==> src/rtl/fifo_rd_packer.sv <==
// Read-side drain engine: pulls narrow words from a standard-mode FIFO read port and packs
// RATIO of them (first word read in lane 0) into wide words behind a 2-entry output queue.
module fifo_rd_packer #(
   parameter  int IN_WIDTH  = 32,
   parameter  int OUT_WIDTH = 64,
   localparam int RATIO     = OUT_WIDTH / IN_WIDTH,
   localparam int LANE_W    = (RATIO > 1) ? $clog2(RATIO) : 1
) (
   input  logic                 clk,
   input  logic                 rst,
   input  logic                 fifo_empty,
   output logic                 fifo_rd_en,
   input  logic [IN_WIDTH-1:0]  fifo_dout,
   input  logic                 fifo_valid,
   input  logic                 flush,
   output logic                 m_valid,
   input  logic                 m_ready,
   output logic [OUT_WIDTH-1:0] m_data,
   output logic [RATIO-1:0]     m_keep,
   output logic                 busy,
   output logic                 err_missing
);

   logic [LANE_W-1:0]    lane_r;
   logic [OUT_WIDTH-1:0] pack_r;
   logic [RATIO-1:0]     keep_r;
   logic                 rd_pend_r;
   logic                 flush_pend_r;
   logic                 err_r;
   logic [1:0]           out_count_r;
   logic [OUT_WIDTH-1:0] q0_data_r;
   logic [OUT_WIDTH-1:0] q1_data_r;
   logic [RATIO-1:0]     q0_keep_r;
   logic [RATIO-1:0]     q1_keep_r;

   logic                 last_lane_s;
   logic [1:0]           proj_s;
   logic                 cap_s;
   logic                 full_s;
   logic                 pop_s;
   logic                 flush_go_s;
   logic                 flush_push_s;
   logic                 push_s;
   logic [OUT_WIDTH-1:0] pack_nx_s;
   logic [RATIO-1:0]     keep_nx_s;
   logic [OUT_WIDTH-1:0] push_data_s;
   logic [RATIO-1:0]     push_keep_s;

   // Occupancy the queue would reach if the in-flight read completes a word; capping it
   // at 2 is what keeps the queue from ever overflowing.
   assign last_lane_s  = (lane_r == LANE_W'(RATIO - 1));
   assign proj_s       = out_count_r + {1'b0, rd_pend_r & last_lane_s};
   assign fifo_rd_en   = !rst && !fifo_empty && !flush_pend_r && (proj_s < 2'd2);

   assign cap_s        = rd_pend_r && fifo_valid;
   assign full_s       = cap_s && last_lane_s;
   assign pop_s        = (out_count_r != 2'd0) && m_ready;
   assign flush_go_s   = flush_pend_r && !rd_pend_r && ((out_count_r != 2'd2) || pop_s);
   assign flush_push_s = flush_go_s && (lane_r != '0);
   assign push_s       = full_s || flush_push_s;

   // Pack register with the incoming narrow word merged into the current lane.
   always_comb begin
      pack_nx_s = pack_r;
      keep_nx_s = keep_r;
      for (int i = 0; i < RATIO; i++) begin
         pack_nx_s[i*IN_WIDTH +: IN_WIDTH] = (lane_r == LANE_W'(i)) ? fifo_dout
                                                                     : pack_r[i*IN_WIDTH +: IN_WIDTH];
         keep_nx_s[i] = keep_r[i] | (lane_r == LANE_W'(i));
      end
   end

   // A flush push can only happen with no read in flight, so the two sources never collide.
   assign push_data_s = full_s ? pack_nx_s : pack_r;
   assign push_keep_s = full_s ? keep_nx_s : keep_r;

   // Lane tracking, packing, read-pending, flush and error state.
   always_ff @(posedge clk or posedge rst) begin
      if (rst) begin
         lane_r       <= '0;
         pack_r       <= '0;
         keep_r       <= '0;
         rd_pend_r    <= 1'b0;
         flush_pend_r <= 1'b0;
         err_r        <= 1'b0;
      end else begin
         rd_pend_r <= fifo_rd_en;
         if (rd_pend_r && !fifo_valid) begin
            err_r <= 1'b1;
         end
         if (flush_go_s) begin
            flush_pend_r <= 1'b0;
         end else if (flush) begin
            flush_pend_r <= 1'b1;
         end
         if (full_s || flush_go_s) begin
            lane_r <= '0;
            pack_r <= '0;
            keep_r <= '0;
         end else if (cap_s) begin
            lane_r <= lane_r + LANE_W'(1);
            pack_r <= pack_nx_s;
            keep_r <= keep_nx_s;
         end
      end
   end

   // Two-entry output queue; entry 0 is the head and drives the stream outputs directly.
   always_ff @(posedge clk or posedge rst) begin
      if (rst) begin
         out_count_r <= 2'd0;
         q0_data_r   <= '0;
         q1_data_r   <= '0;
         q0_keep_r   <= '0;
         q1_keep_r   <= '0;
      end else begin
         case ({push_s, pop_s})
            2'b10: begin
               if (out_count_r == 2'd0) begin
                  q0_data_r <= push_data_s;
                  q0_keep_r <= push_keep_s;
               end else begin
                  q1_data_r <= push_data_s;
                  q1_keep_r <= push_keep_s;
               end
               out_count_r <= out_count_r + 2'd1;
            end
            2'b01: begin
               q0_data_r   <= q1_data_r;
               q0_keep_r   <= q1_keep_r;
               q1_data_r   <= '0;
               q1_keep_r   <= '0;
               out_count_r <= out_count_r - 2'd1;
            end
            2'b11: begin
               if (out_count_r == 2'd1) begin
                  q0_data_r <= push_data_s;
                  q0_keep_r <= push_keep_s;
               end else begin
                  q0_data_r <= q1_data_r;
                  q0_keep_r <= q1_keep_r;
                  q1_data_r <= push_data_s;
                  q1_keep_r <= push_keep_s;
               end
            end
            default: begin
            end
         endcase
      end
   end

   assign m_valid     = (out_count_r != 2'd0);
   assign m_data      = q0_data_r;
   assign m_keep      = q0_keep_r;
   assign busy        = (lane_r != '0) || rd_pend_r || flush_pend_r || (out_count_r != 2'd0);
   assign err_missing = err_r;

endmodule
==> config.mk <==
export PLATFORM = sky130hd
export DESIGN_NAME = fifo_rd_packer
export DESIGN_NICKNAME = d
export VERILOG_FILES = /design/src/rtl/fifo_rd_packer.sv
export SDC_FILE = /design/constraint.sdc
export NUM_CORES = 1
export LEC_CHECK = 0
export ABC_AREA = 1
export BUFFER_PORTS_ARGS = -buffer_cell sky130_fd_sc_hd__clkbuf_2
export CORE_ASPECT_RATIO = 0.7
export CORE_MARGIN = 2
export CORE_UTILIZATION = 30
export DETAILED_ROUTE_END_ITERATION = 7
export PLACE_DENSITY = 0.45
export SYNTH_ARGS = -nofsm -noshare
export SYNTH_HDL_FRONTEND = slang
export SYNTH_SLANG_ARGS = --single-unit
==> constraint.sdc <==
create_clock -name clk -period 9.2 [get_ports clk]
set_clock_uncertainty 0.1 [all_clocks]
set_input_delay 1.84 -clock clk [delete_from_list [all_inputs] [get_ports clk]]
set_output_delay 1.84 -clock clk [all_outputs]
set_load 0.1 [all_outputs]
**Word-level counts from Yosys, hierarchy flattened**

Cells that the tools add are included.

- Flip-flop bits (word level): 204
- Bits of input ports: 38

- Add/sub/neg operators: 4
- $lt $le $gt $ge: 1
- Equality and inequality tests: 8
- Muxes and demuxes: 25
- Bitwise operators: 4
- Reduce and logical (&&, ||, !) cells: 29

Operator list:

| cell | count |
|---|---|
| $mux 64 | 7 |
| $pmux 64 s3 | 2 |
| $mux 32 | 2 |
| $mux 2 | 7 |
| $pmux 2 s3 | 2 |
| $logic_and 1x1->1 | 10 |
| $ne 2x2->1 const B | 4 |
| $reduce_bool 2->1 | 4 |
| $logic_or 1x1->1 | 6 |
| $logic_not 1->1 | 5 |
| $eq 2x1->1 const B | 2 |
| $eq 2x2->1 const B | 2 |
| $mux 1 | 4 |
| $pmux 2 s2 | 1 |
| $reduce_and 3->1 | 1 |
| $reduce_bool 3->1 | 1 |
| $add 2x1->2 | 1 |
| $add 2x1->2 const B | 1 |
| $logic_not 2->1 | 1 |
| $lt 2x2->1 const B | 1 |
| $or 1x1->1 | 2 |
| $reduce_and 2->1 | 1 |
| $sub 2x1->2 const B | 1 |
| $add 1x1->1 const B | 1 |
| other kinds (2) | 2 |

**Longest topological paths before layout**

Gate-level depths: netlist (run 1).

- Depth in word-level cells: 9
- Gate-level depth with buffers: 20
- Gate-level depth less buffers: 16

**Least setup slack after synthesis (run 1)**

OpenSTA, ideal clock, no wires.

- Path kind: input port to output port
- Start point: input fifo_empty
- End point: output fifo_rd_en
- Arrival: 4.855 ns
- Setup slack: 2.405 ns
- Stages on the path: 1
- Path buffers: 0
- Cells stage by stage: nor4_1

- Longest elaborated chain between the ends: 4

Ends and longest elaborated chain:

| element | line | source |
|---|---|---|
| start: declaration | 11 | `input logic fifo_empty,` |
| $logic_not 1->1 | 53 | `assign fifo_rd_en = !rst && !fifo_empty && !flush_pend_r && (proj_s < 2'd2);` |
| $logic_and 1x1->1 (3 in a row) | 53 |  |
| end: declaration | 12 | `output logic fifo_rd_en,` |

No other way between the ends.

**Worst setup path after layout (run 1)**

- Start point: input m_ready
- End point: register q1_data_r[3]

- Longest elaborated chain between the ends: 8
- Elaborated cells between the ends (all ways): 13

Ends and longest elaborated chain:

| element | line | source |
|---|---|---|
| start: declaration | 17 | `input logic m_ready,` |
| $logic_and 1x1->1 * | 57 | `assign pop_s = (out_count_r != 2'd0) && m_ready;` |
| $logic_or 1x1->1 | 58 | `assign flush_go_s = flush_pend_r && !rd_pend_r && ((out_count_r != 2'd2) \|\| pop_s);` |
| $logic_and 1x1->1 | 58 |  |
| $logic_and 1x1->1 | 59 | `assign flush_push_s = flush_go_s && (lane_r != '0);` |
| $logic_or 1x1->1 | 60 | `assign push_s = full_s \|\| flush_push_s;` |
| $eq 2x2->1 or $eq 2x1->1 (tied branches) | 117 | `case ({push_s, pop_s})` |
| $ne 2x2->1 (no source line) or $reduce_bool 3->1 (tied branches) | - |  |
| $reduce_and 3->1 (no source line) | - |  |
| end signal: assignment | 123 | `q1_data_r <= push_data_s;` |
| end signal: assignment | 142 | `q1_data_r <= push_data_s;` |
| end: declaration | 32 | `logic [OUT_WIDTH-1:0] q1_data_r;` |

Mark *: on every way between the ends. The rest lies on a longest branch, timed or not.
A chain may end at the register's enable or synchronous reset.

==> results by group, run 1 <==
Run status
  – Status: completed

Critical path
  – Crit Path Class: in -> reg
  – CP Max Fanout: 71
  – Critical Path Source: m_ready
  – Critical Path RT: 9.50 ns
  – WP data arrival: 5.84 ns
  – Crit path launch type: primary input
  – Reg-to-reg startpoint: out_count_r[1]
  – Worst path max stage delay: 0.79 ns
  – Slowest CP cell: nand2_2
  – CP most frequent cell: nand2_1
  – Crit. End Element: flip-flop
  – CP Cell Sequence: clkbuf_2 > nand2_4 > nand2_1 > nand2_2 > nand2_2 > nand2_1 > inv_1 > ha_1 > nand2_1 > nand2_1 > nor2_2 > nand2_2 > o21ai_0

Floorplanning
  – Die Span X: 212 um
  – IO Count: 108
  – Die ar.: 31700 um2
  – Die Ht: 150 um
  – Rows: 53
  – Core area: 29900 um2
  – Initial Utilization: 0.304

Synth
  – Synthesized area per cell: 8.32 um2
  – FF+latch count, synth: 204
  – Mapped Area: 9080 um2
  – Top FF cell, synth: dfrtp_1
  – Post-Syn Instances: 1092
  – Unique masters post-synth: 25
  – Syn Nets: 1137
  – EDFF count, synth: 0
  – Seq/Total Area, Yosys: 0.562
  – Post-synthesis async set-or-reset flop share: 1.00
  – Yosys warning count: 0

Clock network
  – Clk slew on worst S/H paths: 0.06 ns
  – Setup bufs post-CTS: 0
  – CTS Sinks: 204
  – CTS H-tree depth: 1
  – Cts bufs inserted: 23
  – Number of buffers inserted by hold repair at cts: 0
  – CTS tree: yes
  – Worst-Skew Late Latency: 0.52 ns
  – CTS-repair resized insts: 0
  – Max clock buf depth: 3
  – Root Buffer: clkbuf_16

Hold path
  – Hold Crit Start: q1_data_r[60]
  – Path type of the worst min-delay path: reg -> reg

Route
  – Vias per inst: 4.77
  – ANT nets after route: 0
  – 1st-iter DRT viols: 672
  – Vias: 7539
  – Router iterations before antenna repair: 5
  – DRC violations left: 0
  – Drt wl/cell: 17.5 um
  – Routed WL: 27.7 mm

Global route
  – Global-route wire length before repair: 44.2 mm
  – All-Layer GR Usage: 0.179
  – Vias in the first global route: 7312
  – Remaining Overflow, GRT: 0
  – Initial antenna violation count: 0
  – Largest net degree at the start of global routing: 127

STA
  – Fin. Hold Viols: 0
  – RSZ-0062 raised after global routing: false
  – Worst hold slack: 0.383 ns
  – Min Clock Period, post-route: 5.54 ns
  – Fmax achieved: 0.180 GHz
  – Relative slew slack: 0.261
  – Worst-margin pin slew: 1.11 ns
  – Final worst-path cycle share: 0.602
  – Setup violations, final: 0
  – Max-slew violations: 0
  – Setup TNS: 0 ns

Place
  – DPL Wire Length: 17.7 mm
  – GP Congestion: 0.827
  – IO Port Bufs: 107
  – DP Area: 9850 um2

Power
  – Post-layout power: 0.00359 W
  – Max IR drop VDD: 226 uV
  – P_leak: 5.52 nW
  – Pwr dens: 338 nW/um2

Final layout
  – Fill count: 3190
  – Fin area: 10600 um2
  – NumNets Final: 1198
  – Layout area overhead: 17.2%
  – Layout cells sized above 1: 0.146
  – Antenna diodes: 0

Flow run
  – Maxcap violations: 0
==> metrics by stage <==
stage	setup slack, ns	instances	util
6_report	3.66	1580	0.356
5_1_grt	3.26	1580	0.356
4_1_cts	3.65	1580	0.356
3_5_place_dp	3.10	1540	0.329
3_3_place_gp	3.16	1540	0.329
2_1_floorplan	1.69	1092	-
==> cell families after synthesis <==
kind of cell	count (synthesis)	synth area share
simple gates	547	0.254
flops	204	0.562
xor+xnor	3	0.00289
fa+ha+maj	7	0.00964
compound gates	185	0.102
buf+inv	146	0.0688
==> area by class of cell <==
type,count,area (um2),share of cell area
multi-input cells,742,3370,0.317
flip-flops and latches,204,5100,0.480
clock buffers,31,686,0.0644
well taps,412,515,0.0484
clock inverters,9,103,0.00964
repair buffers,116,603,0.0567
inverters,66,255,0.0240
==> sequential cells by signal (all words and copies together) (netlist names) <==
| register | count |
|---|---|
| lane_r | 1 |
| out_count_r | 2 |
| q1_keep_r | 2 |
| pack_r | 64 |
| m_data | 64 |
| keep_r | 2 |
| err_missing | 1 |
| flush_pend_r | 1 |
| q1_data_r | 64 |
| rd_pend_r | 1 |
| m_keep | 2 |
==> report_power, final <==
group / internal [W] / switching [W]
registers: 0.00111 / 0.000124
clock network: 0.000577 / 0.000386
logic: 0.000265 / 0.00114
total: 0.00195 / 0.00165
==> cells in the final DEF (no fill, tap or decap), types with 2 or more instances in the layout <==
cell type | synthesis | final
clkbuf_8 | 0 | 8
bufinv_16 | 0 | 2
dfrtp_1 | 204 | 204
clkinv_2 | 0 | 5
xor2_1 | 2 | 2
nand3_1 | 182 | 181
ha_1 | 7 | 7
nand2_2 | 3 | 5
clkbuf_2 | 0 | 107
clkinv_1 | 2 | 3
inv_1 | 62 | 58
inv_2 | 2 | 4
nand2_1 | 320 | 318
nand3_2 | 1 | 2
clkbuf_16 | 0 | 23
nor2_1 | 37 | 37
a21oi_1 | 67 | 67
o21ai_0 | 111 | 111
buf_4 | 5 | 9
o21ai_1 | 6 | 5
==> critical path, delay by kind of cell <==
kind / cells / cell delay [ns]
buffers and inverters: 2 / 0.18
adders and majority gates: 1 / 0.21
and+or+nand+nor: 9 / 3.13
AOI/OAI and AO/OA: 1 / 0.41
==> cells in the mapped netlist (6+ instances only) <==
master	number	area (um2)
nand2_1	320	1200
dfrtp_1	204	5100
nand3_1	182	911
o21ai_0	111	556
a21oi_1	67	335
inv_1	62	233
clkbuf_1	42	158
nor2_1	37	139
buf_2	22	110
buf_1	7	26.3
ha_1	7	87.6
o21ai_1	6	30.0
==> metal layers <==
metal / up-vias / wire [um] / GRT usage
met5: - / 0 / 0
met4: 0 / 344 / 0.0296
met1: 3643 / 14500 / 0.285
met3: 21 / 1340 / 0.0296
met2: 199 / 11500 / 0.254
li1: 3676 / - / -
==> final timing paths <==
kind	slack [ns]	to	cells after the start
worst max register to register	4.14	q1_data_r[3]	15
max in group asynchronous	5.92	q1_data_r[12]	3
min in group asynchronous	1.41	flush_pend_r	2
worst min-delay path	0.38	q1_data_r[60]	2
worst max-delay path	3.66	q1_data_r[3]	13
worst min register to register	0.38	q1_data_r[60]	2
(Power assumes the default switching activity.)
==> run 2: changes to the inputs <==
--- a/config.mk
+++ b/config.mk
@@ -11,7 +11,7 @@
 export CORE_MARGIN = 2
 export CORE_UTILIZATION = 30
 export DETAILED_ROUTE_END_ITERATION = 7
-export PLACE_DENSITY = 0.45
+export PLACE_DENSITY = 0.46
 export SYNTH_ARGS = -nofsm -noshare
 export SYNTH_HDL_FRONTEND = slang
 export SYNTH_SLANG_ARGS = --single-unit
==> constraint.sdc (replaced) <==
create_clock -name clk -period 4.8 [get_ports clk]
set_clock_uncertainty 0.1 [all_clocks]
set_input_delay 0.96 -clock clk [delete_from_list [all_inputs] [get_ports clk]]
set_output_delay 0.96 -clock clk [all_outputs]
set_load 0.1 [all_outputs]
==> results by group, run 2 (synthesized netlist as in run 1, its figures left out) <==
Critical path
  – Slowest CP cell: buf_4 (was nand2_2)
  – Cell family with most CP delay: buffers and inverters (was simple AND/OR/NAND/NOR gates)
  – Worst path max stage delay: 0.57 ns (was 0.79 ns)
  – Crit. path cell count: 14 (was 13)
  – Crit path buf inv count: 6 (was 2)
  – Worst r2r dst: m_data[6] (was q1_data_r[3])
  – Critical Path RT: 5.15 ns (was 9.50 ns)
  – Crit Path Class: reg -> reg (was in -> reg)
  – Crit path launch type: flip-flop (was primary input)
  – Reg-to-reg startpoint: out_count_r[0] (was out_count_r[1])
  – CP Max Fanout: 46 (was 71)
  – WP data arrival: 3.89 ns (was 5.84 ns)
  – Crit. End Element: flip-flop (unchanged)
  – CP Cell Sequence: inv_1 > ha_1 > inv_2 > nand2_4 > inv_2 > buf_4 > ha_1 > clkinv_1 > o21ai_4 > buf_4 > nand3_1 > o21ai_0 > nand2_1 > nand2_1 (was clkbuf_2 > nand2_4 > nand2_1 > nand2_2 > nand2_2 > nand2_1 > inv_1 > ha_1 > nand2_1 > nand2_1 > nor2_2 > nand2_2 > o21ai_0)
  – R2R Setup Slk: 1.26 ns (was 4.14 ns)
  – Worst Reg-to-Reg Cells: 14 (was 15)

STA
  – Setup TNS: 0 ns (unchanged)
  – Fin. Hold Viols: 0 (unchanged)
  – Final WS setup: 1.26 ns (was 3.66 ns)
  – Worst hold slack: 0.379 ns (was 0.383 ns)
  – Max-slew violations: 0 (unchanged)
  – Fmax achieved: 0.283 GHz
  – Min Clock Period, post-route: 3.54 ns
  – Final worst-path cycle share: 0.737
  – Setup violations, final: 0 (unchanged)
  – Relative slew slack: 0.369 (was 0.261)
  – Worst-margin pin slew: 0.944 ns (was 1.11 ns)
  – RSZ-0062 raised after global routing: false (unchanged)

Global route
  – Vias in the first global route: 7333 (was 7312)
  – All-Layer GR Usage: 0.180 (was 0.179)
  – Largest net degree at the start of global routing: 67 (was 127)
  – Global-route wire length before repair: 44.4 mm (was 44.2 mm)
  – Initial antenna violation count: 0 (unchanged)
  – Remaining Overflow, GRT: 0 (unchanged)

Clock network
  – CTS H-tree depth: 1 (unchanged)
  – Root Buffer: clkbuf_16 (unchanged)
  – Worst-Skew Late Latency: 0.52 ns (about the same)
  – CTS-repair resized insts: 0 (unchanged)
  – Max clock buf depth: 3 (unchanged)
  – Setup bufs post-CTS: 0 (unchanged)
  – Clk slew on worst S/H paths: 0.06 ns (about the same)
  – CTS Sinks: 204 (unchanged)
  – Cts bufs inserted: 23 (unchanged)
  – Number of buffers inserted by hold repair at cts: 0 (unchanged)
  – CTS tree: yes (unchanged)

Route
  – Router iterations before antenna repair: 7 (was 5)
  – 1st-iter DRT viols: 594 (was 672)
  – ANT nets after route: 0 (unchanged)
  – Vias: 7659 (was 7539)
  – Drt wl/cell: 17.6 um (was 17.5 um)
  – Routed WL: 27.9 mm (was 27.7 mm)
  – Vias per inst: 4.83 (was 4.77)
  – DRC violations left: 0 (unchanged)

Floorplanning
  – Die ar.: 31700 um2 (unchanged)
  – Core area: 29900 um2 (unchanged)
  – IO Count: 108 (unchanged)
  – Die Ht: 150 um (unchanged)
  – Initial Utilization: 0.304 (unchanged)
  – Rows: 53 (unchanged)
  – Die Span X: 212 um (unchanged)

Place
  – Place WS: 1.03 ns (was 3.10 ns)
  – DPL Wire Length: 18.0 mm (was 17.7 mm)
  – GP Congestion: 0.732 (was 0.827)
  – IO Port Bufs: 107 (unchanged)

Final layout
  – Layout area overhead: 17.6% (was 17.2%)
  – NumNets Final: 1208 (was 1198)
  – Most frequent cells in the layout: nand2_1, dfrtp_1, nand3_1 (unchanged)
  – Antenna diodes: 0 (unchanged)
  – Layout cells sized above 1: 0.145 (was 0.146)
  – Most common cell after layout, fill and taps aside: nand2_1 (unchanged)

Power
  – Pwr dens: 641 nW/um2 (was 338 nW/um2)
  – P_leak: 5.53 nW (was 5.52 nW)
  – Max IR drop VDD: 437 uV (was 226 uV)
  – Post-layout power: 0.00684 W (was 0.00359 W)

Hold path
  – Worst Hold Depth: 2 (unchanged)
  – Path type of the worst min-delay path: reg -> reg (unchanged)
  – Worst Hold End: q1_data_r[32] (was q1_data_r[60])
  – Hold Crit Start: q1_data_r[32] (was q1_data_r[60])

Flow run
  – Maxcap violations: 0 (unchanged)

Run status
  – Status: completed (unchanged)
-- run 2: cell types whose count changed in the layout (fill, tap and decap cells not counted), sizes merged --
cell      delta
buf         +10
clkinvlp     +1
inv          -1
clkinv       -3
-- run 2: cell type report --
type,count,area [um2]
Clock buffer,31,626
Clock inverter,6,83.8
Fill cell,3220,19200
Inverter,66,251
Multi-Input combinational cell,742,3370
Sequential cell,204,5100
Tap cell,412,515
Timing Repair Buffer,126,728
-- run 2: per-stage QoR --
stage | instance area, um2 | std cells | utilization
after global routing | 10700 | 1587 | 0.357
final | 10700 | 1587 | 0.357
after CTS | 10700 | 1587 | 0.357
after detailed placement | 9970 | 1550 | 0.333
after global placement | 9970 | 1550 | 0.333
after floorplan | 9090 | 1092 | -
-- run 2: layer usage --
| metal | GRT usage | up-vias | share of wire |
|---|---|---|---|
| li1 | - | 3693 | - |
| met1 | 0.275 | 3778 | 0.51 |
| met2 | 0.267 | 163 | 0.43 |
| met3 | 0.0350 | 25 | 0.049 |
| met4 | 0.0250 | 0 | 0.0099 |
| met5 | 0 | - | 0 |
-- run 2: worst max path at each step --
stage	slack (ns)	from	endpoint
global route	0.96	out_count_r[0]	m_data[33]
detailed placement	1.03	m_ready	q1_data_r[49]
finish	1.26	out_count_r[0]	m_data[6]
global placement	1.07	m_ready	m_data[33]
floorplan	1.00	fifo_empty	fifo_rd_en
CTS	1.21	out_count_r[1]	q1_data_r[49]
-- run 2: worst register-to-register path: cells and delay by family (launching register included) --
| kind | cells | cell delay [ns] |
|---|---|---|
| AOI/OAI and AO/OA | 2 | 0.42 |
| adders and majority gates | 2 | 0.58 |
| and+or+nand+nor | 4 | 0.57 |
| buffers and inverters | 6 | 1.41 |
| DFF | 1 | 0.41 |
-- run 2: where the power goes --
part | leakage (nW) | switching (W) | internal (W) | total [W]
Clock | 0.349 | 0.000707 | 0.00101 | 0.00172
Combinational | 2.49 | 0.00224 | 0.000542 | 0.00278
Sequential | 2.70 | 0.000225 | 0.00212 | 0.00234
